--- src/rtl/port_bridge.sv ---
// port_bridge: CPU 16-bit I/O port endpoint (out FIFO + in holding register).
// Optional PORT_BRIDGE_DROPCNT_EN adds a saturating drop_cnt output.
module port_bridge #(
  parameter int DEPTH = 4,
  parameter int AW    = 2
) (
  input  logic          clk,
  input  logic          rst,
  input  logic          out_wr,
  input  logic [15:0]   out_data,
  output logic          m_valid,
  output logic [15:0]   m_data,
  input  logic          m_ready,
  input  logic          s_valid,
  input  logic [15:0]   s_data,
  output logic          s_ready,
  output logic [15:0]   in_port,
  output logic          in_valid,
  input  logic          in_ack,
`ifdef PORT_BRIDGE_DROPCNT_EN
  output logic [7:0]    drop_cnt,
`endif
  output logic [AW:0]   count,
  output logic          overflow
);

  localparam logic [AW:0] FULL = (AW+1)'(DEPTH);

  logic [15:0]   mem [DEPTH];
  logic [AW-1:0] wr_ptr;
  logic [AW-1:0] rd_ptr;
  logic          push;
  logic          pop;
  logic          drop;
  logic          capture;

  // Handshake qualifiers; none depends on m_ready->m_valid or s_valid->s_ready
  always_comb begin
    m_valid = (count != '0);
    pop     = m_valid && m_ready;
    push    = out_wr && ((count != FULL) || pop);
    drop    = out_wr && (count == FULL) && !pop;
    m_data  = m_valid ? mem[rd_ptr] : 16'h0000;
    s_ready = !in_valid || in_ack;
    capture = s_valid && s_ready;
  end

  // FIFO storage, no reset needed on the array
  always_ff @(posedge clk) begin
    if (push)
      mem[wr_ptr] <= out_data;
  end

  // FIFO pointers and occupancy
  always_ff @(posedge clk or negedge rst) begin
    if (!rst) begin
      wr_ptr <= '0;
      rd_ptr <= '0;
      count  <= '0;
    end else begin
      if (push)
        wr_ptr <= wr_ptr + 1'b1;
      if (pop)
        rd_ptr <= rd_ptr + 1'b1;
      if (push && !pop)
        count <= count + 1'b1;
      else if (pop && !push)
        count <= count - 1'b1;
    end
  end

`ifdef PORT_BRIDGE_DROPCNT_EN
  // Saturating count of dropped writes; overflow derived from it
  always_ff @(posedge clk or negedge rst) begin
    if (!rst)
      drop_cnt <= 8'd0;
    else if (drop && (drop_cnt != 8'hFF))
      drop_cnt <= drop_cnt + 8'd1;
  end

  assign overflow = (drop_cnt != 8'd0);
`else
  // Sticky flag for any dropped write
  always_ff @(posedge clk or negedge rst) begin
    if (!rst)
      overflow <= 1'b0;
    else if (drop)
      overflow <= 1'b1;
  end
`endif

  // In holding register; in_port keeps last word after ack
  always_ff @(posedge clk or negedge rst) begin
    if (!rst) begin
      in_port  <= 16'h0000;
      in_valid <= 1'b0;
    end else if (capture) begin
      in_port  <= s_data;
      in_valid <= 1'b1;
    end else if (in_ack) begin
      in_valid <= 1'b0;
    end
  end

endmodule

--- config.mk ---
export PLATFORM = sky130hd
export DESIGN_NAME = port_bridge
export DESIGN_NICKNAME = d
export VERILOG_FILES = /design/src/rtl/port_bridge.sv
export SDC_FILE = /design/constraint.sdc
export NUM_CORES = 1
export LEC_CHECK = 0
export ABC_AREA = 0
export CORE_MARGIN = 2
export CORE_UTILIZATION = 25
export CTS_BUF_LIST = sky130_fd_sc_hd__clkbuf_4 sky130_fd_sc_hd__clkbuf_8
export DETAILED_ROUTE_END_ITERATION = 8
export PLACE_DENSITY = 0.5
export SYNTH_ARGS = -nofsm -noshare
export SYNTH_HDL_FRONTEND = slang
export SYNTH_SLANG_ARGS = --single-unit
--- constraint.sdc ---
create_clock -name clk -period 4.2 [get_ports clk]
set_input_delay 0.84 -clock clk [delete_from_list [all_inputs] [get_ports clk]]
set_output_delay 0.84 -clock clk [all_outputs]
set_load 0.1 [all_outputs]
== After elaboration in Yosys (flattened, before gate mapping) ==
Memory sizes are Yosys's and may differ from the RTL's.
Index checks and enable logic that the tools add are counted.
Storage, ports and cells
  register bits after elaboration: 25
  memory bits (writable): 64
  input port bits: 38
  output and inout bits: 39
  logic and storage cells: 35
  memories: 1
Memory list
  mem: words 4, bits a word 16, read ports 1, clocked after memory_dff 0, write ports 1, RTL line 29  | logic [15:0] mem [DEPTH];
Cells by class
  add/sub/neg operators: 4
  equal/unequal tests: 2
  mux-type cells: 7
  reductions and logical operators: 15
Operator list (number)
  $mux 16: 1
  $logic_and 1x1->1: 7
  $mux 3: 2
  $add 2x1->2 const B: 2
  $mux 1: 4
  $reduce_bool 2->1: 2
  $add 3x1->3 const B: 1
  $eq 3x3->1 const B: 1
  $logic_not 1->1: 3
  $ne 3x3->1 const B: 1
  $reduce_bool 3->1: 1
  $sub 3x1->3 const B: 1
  $logic_or 1x1->1: 2

== Depth between registers and ports, before layout ==
  word-level depth: 8
  depth in mapped cells: 9
  gate-level depth less buffers: 8

== Least setup slack after synthesis ==
Ideal clock, no wire load.
  path type: register -> output
  from: register count[0]
  to: output port m_data[10]
  arrival: 2.750 ns
  required time: 3.360 ns
  path slack: 0.610 ns
  stages on the path, launching flop included: 5
  buffers on the path: 2
  cell sequence: dfrtp_1 > or3_1 > clkbuf_1 > buf_2 > and2_1
Between the ends
  cells in the longest elaborated chain, start to end: 2
RTL lines
  start, declared: RTL line 23  | output logic [AW:0] count,
  start signal, assigned: RTL line 66  | count <= count + 1'b1;
  start signal, assigned: RTL line 68  | count <= count - 1'b1;
  $reduce_bool 3->1: RTL line 39  | m_valid = (count != '0);
  named net m_valid: RTL line 11  | output logic m_valid,
  $mux 16: RTL line 43  | m_data = m_valid ? mem[rd_ptr] : 16'h0000;
  end, declared: RTL line 12  | output logic [15:0] m_data,
The timed path passes the listed nets, and every way through them passes these cells.

== Worst setup path in the final report ==
  from: register rd_ptr[0]
  to: output port m_data[15]
Between the ends
  cells in the longest elaborated chain, start to end: 2
RTL lines
  start, declared: RTL line 31  | logic [AW-1:0] rd_ptr;
  start signal, assigned: RTL line 64  | rd_ptr <= rd_ptr + 1'b1;
  $mem_v2 4x16
  $mux 16: RTL line 43
No other way between the ends.

==> flow_summary.ini <==
[critical_path]
r2r_start = count[0]$_DFFE_PN0P_
start_kind = flip-flop
path_class = reg -> out
crit_end = m_data[15]
worst_setup_path_end_kind = primary output
reg2reg_depth = 8
cp.arrival_ns = 2.12
crit_fanout = 17
r2r_setup_slack_ns = 1.73
rr_endpoint = count[2]$_DFFE_PN0P_
worstPathRequired_ns = 3.36
startpoint = rd_ptr[0]$_DFFE_PN0N_

[clock_network]
ctsResizeCount = 0
cts_setup_buffers = 0
cts_tree = yes
cts.sinks = 89
cts_root_buffer = clkbuf_8
clk-insertion-delay-late_ns = 0.35
clk_pin_slew_ns = 0.09
cts_hold_buffers = 0
cts.path.max_buffers = 2
cts-buffers-inserted = 9
h-tree-depth = 3

[global_route]
grt_pass1_vias = 2007
grt_max_degree = 26
antenna_found_initial = 0
grt_pass1_wl_um = 10800
gr-usage-all-layers_pct = 9.77
grt-ovfl-total = 0

[hold_path]
hold_path.class = reg -> reg

[placed_design]
routabilityCongestion = 0.664
dp_cells = 427
dp_hpwl_um = 4460
port_buffers = 76

[drt]
wl_um = 6830
ant_nets = 0
routedWlPerCell_um = 15.4
drc = 0
vias = 1836
first_pass_iters = 4
viasPerCell = 4.14
drt_iter0_markers = 65

[synthesis]
netlist_area_um2 = 3540
yosys.area_share.adder_pct = 2.33
syn-num-nets = 220
synth_area_leaders = edfxtp_1 54%, dfrtp_1 18%, mux4_1 5.9%
synth_simple_gate_area_share_pct = 4.95
syn_inst = 176
yosys_warnings = 0
synthMuxAreaShare_pct = 16.8
synth_top_family_by_area = multiplexers
avgSynthCellArea_um2 = 20.1
synth-compound-area-share_pct = 0.212
yosysTopAreaCellShare_pct = 54.3
synth_top_cell_by_area = edfxtp_1
synth-async-reset-ratio_pct = 28.1
synth_edf_count = 64
yosysMostFrequentCell = edfxtp_1
ys_ff_latch = 89
synth_seq_area_share_pct = 71.9
synth_ff_type = edfxtp_1
synth_common_cells = 64 x edfxtp_1, 25 x dfrtp_1, 20 x and2_1
synthXorXnorAreaFrac_pct = 1.48
synth.distinct_cells = 25

[outcome]
status = completed

[final_layout]
fin_util_pct = 33.4
diodes = 0
nFillCells = 1352
nNetsFinal = 302
stdcell_count = 443
drive_above_1_share_pct = 23.6
syn2layout_area_growth_pct = 30.9

[floorplan]
row_count = 43
die_y_um = 123
coreArea_um2 = 13900
die_w_um = 123
dieArea_um2 = 15100
ios = 77
initial_core_util_pct = 25.5

[timing]
max_slew_margin_pct = 32.3
fmax_ghz = 0.338
grt_setup_unrepaired = false
worst_slew_pin_slew_ns = 1.01
min_period_ns = 2.96
fin_crit_sh_pct = 70.5
fin_setup_tns_ns = 0
fin_skew_ns = 0.00501
slew_viol_final = 0
hold_viol = 0
setup_violations = 0

[job]
drv_cap = 0
[worst max-delay path, stage by stage, from the launching register on]
cell and delay (ns):
dfrtp_1 0.38, buf_4 0.33, mux4_1 0.64, and2_1 0.19, buf_4 0.23
[placed cells by master (no fill, tap or decap), types with 2 or more instances in the layout]
cell	count
inv_6	2
clkbuf_8	9
clkinvlp_4	2
xnor2_1	4
mux4_2	8
mux2_2	17
clkdlybuf4s50_1	58
mux4_1	8
and2_1	20
nand2b_1	2
inv_1	3
nand2_1	2
edfxtp_1	64
buf_4	21
dfrtp_1	25
xor2_1	2
ha_1	5
[worst min-delay path by stage]
stage | start | to | depth (start not counted)
3_5_place_dp | overflow$_DFFE_PN0P_ | overflow$_DFFE_PN0P_ | 1
6_report | overflow$_DFFE_PN0P_ | overflow$_DFFE_PN0P_ | 1
2_1_floorplan | wr_ptr[1]$_DFFE_PN0P_ | wr_ptr[1]$_DFFE_PN0P_ | 1
5_1_grt | overflow$_DFFE_PN0P_ | overflow$_DFFE_PN0P_ | 1
4_1_cts | overflow$_DFFE_PN0P_ | overflow$_DFFE_PN0P_ | 1
3_3_place_gp | overflow$_DFFE_PN0P_ | overflow$_DFFE_PN0P_ | 1
[flip-flops by register name, indices dropped and copies added, names as in the netlist]
name      flops
in_valid      1
wr_ptr        2
overflow      1
in_port      16
count         3
rd_ptr        2
mem          64
[metrics by stage]
stage | setup WS, ns | cell area, um^2 | hold WS, ns
floorplan | 0.610 | 3540 | 0.535
global placement | 1.13 | 4440 | 0.460
detailed placement | 1.08 | 4440 | 0.444
CTS | 1.17 | 4640 | 0.470
global route | 1.11 | 4640 | 0.518
finish | 1.24 | 4640 | 0.463
[per-layer routing]
metal | GRT usage [%] | wire (um) | vias up
li1 | - | - | 834
met1 | 11.1 | 2740 | 926
met2 | 16.0 | 3360 | 68
met3 | 4.98 | 640 | 8
met4 | 3.20 | 97 | 0
met5 | 0 | 0 | -
[logic make-up (layout without fill, tap and decap cells)]
| kind of cell | after synthesis | in the layout |
|---|---|---|
| buffers and inverters | 11 | 98 |
| AO/OA/AOI/OAI | 1 | 1 |
| adder cells (fa/ha/maj) | 6 | 6 |
| flip-flops | 89 | 89 |
| multiplexers | 34 | 34 |
| AND/OR/NAND/NOR | 29 | 29 |
| XOR/XNOR | 6 | 6 |
[final cells by class]
class | count | area [um^2] | area share, %
multi-input cells | 76 | 915 | 19.7
clock buffers | 9 | 124 | 2.67
inverters | 3 | 11.3 | 0.243
clock inverters | 7 | 77.6 | 1.67
flip-flops and latches | 89 | 2550 | 54.9
repair buffers | 79 | 738 | 15.9
well taps | 180 | 225 | 4.86
Power is not shown: default switching activity piles up to over one toggle a cycle in this logic, so the estimate is an artifact.
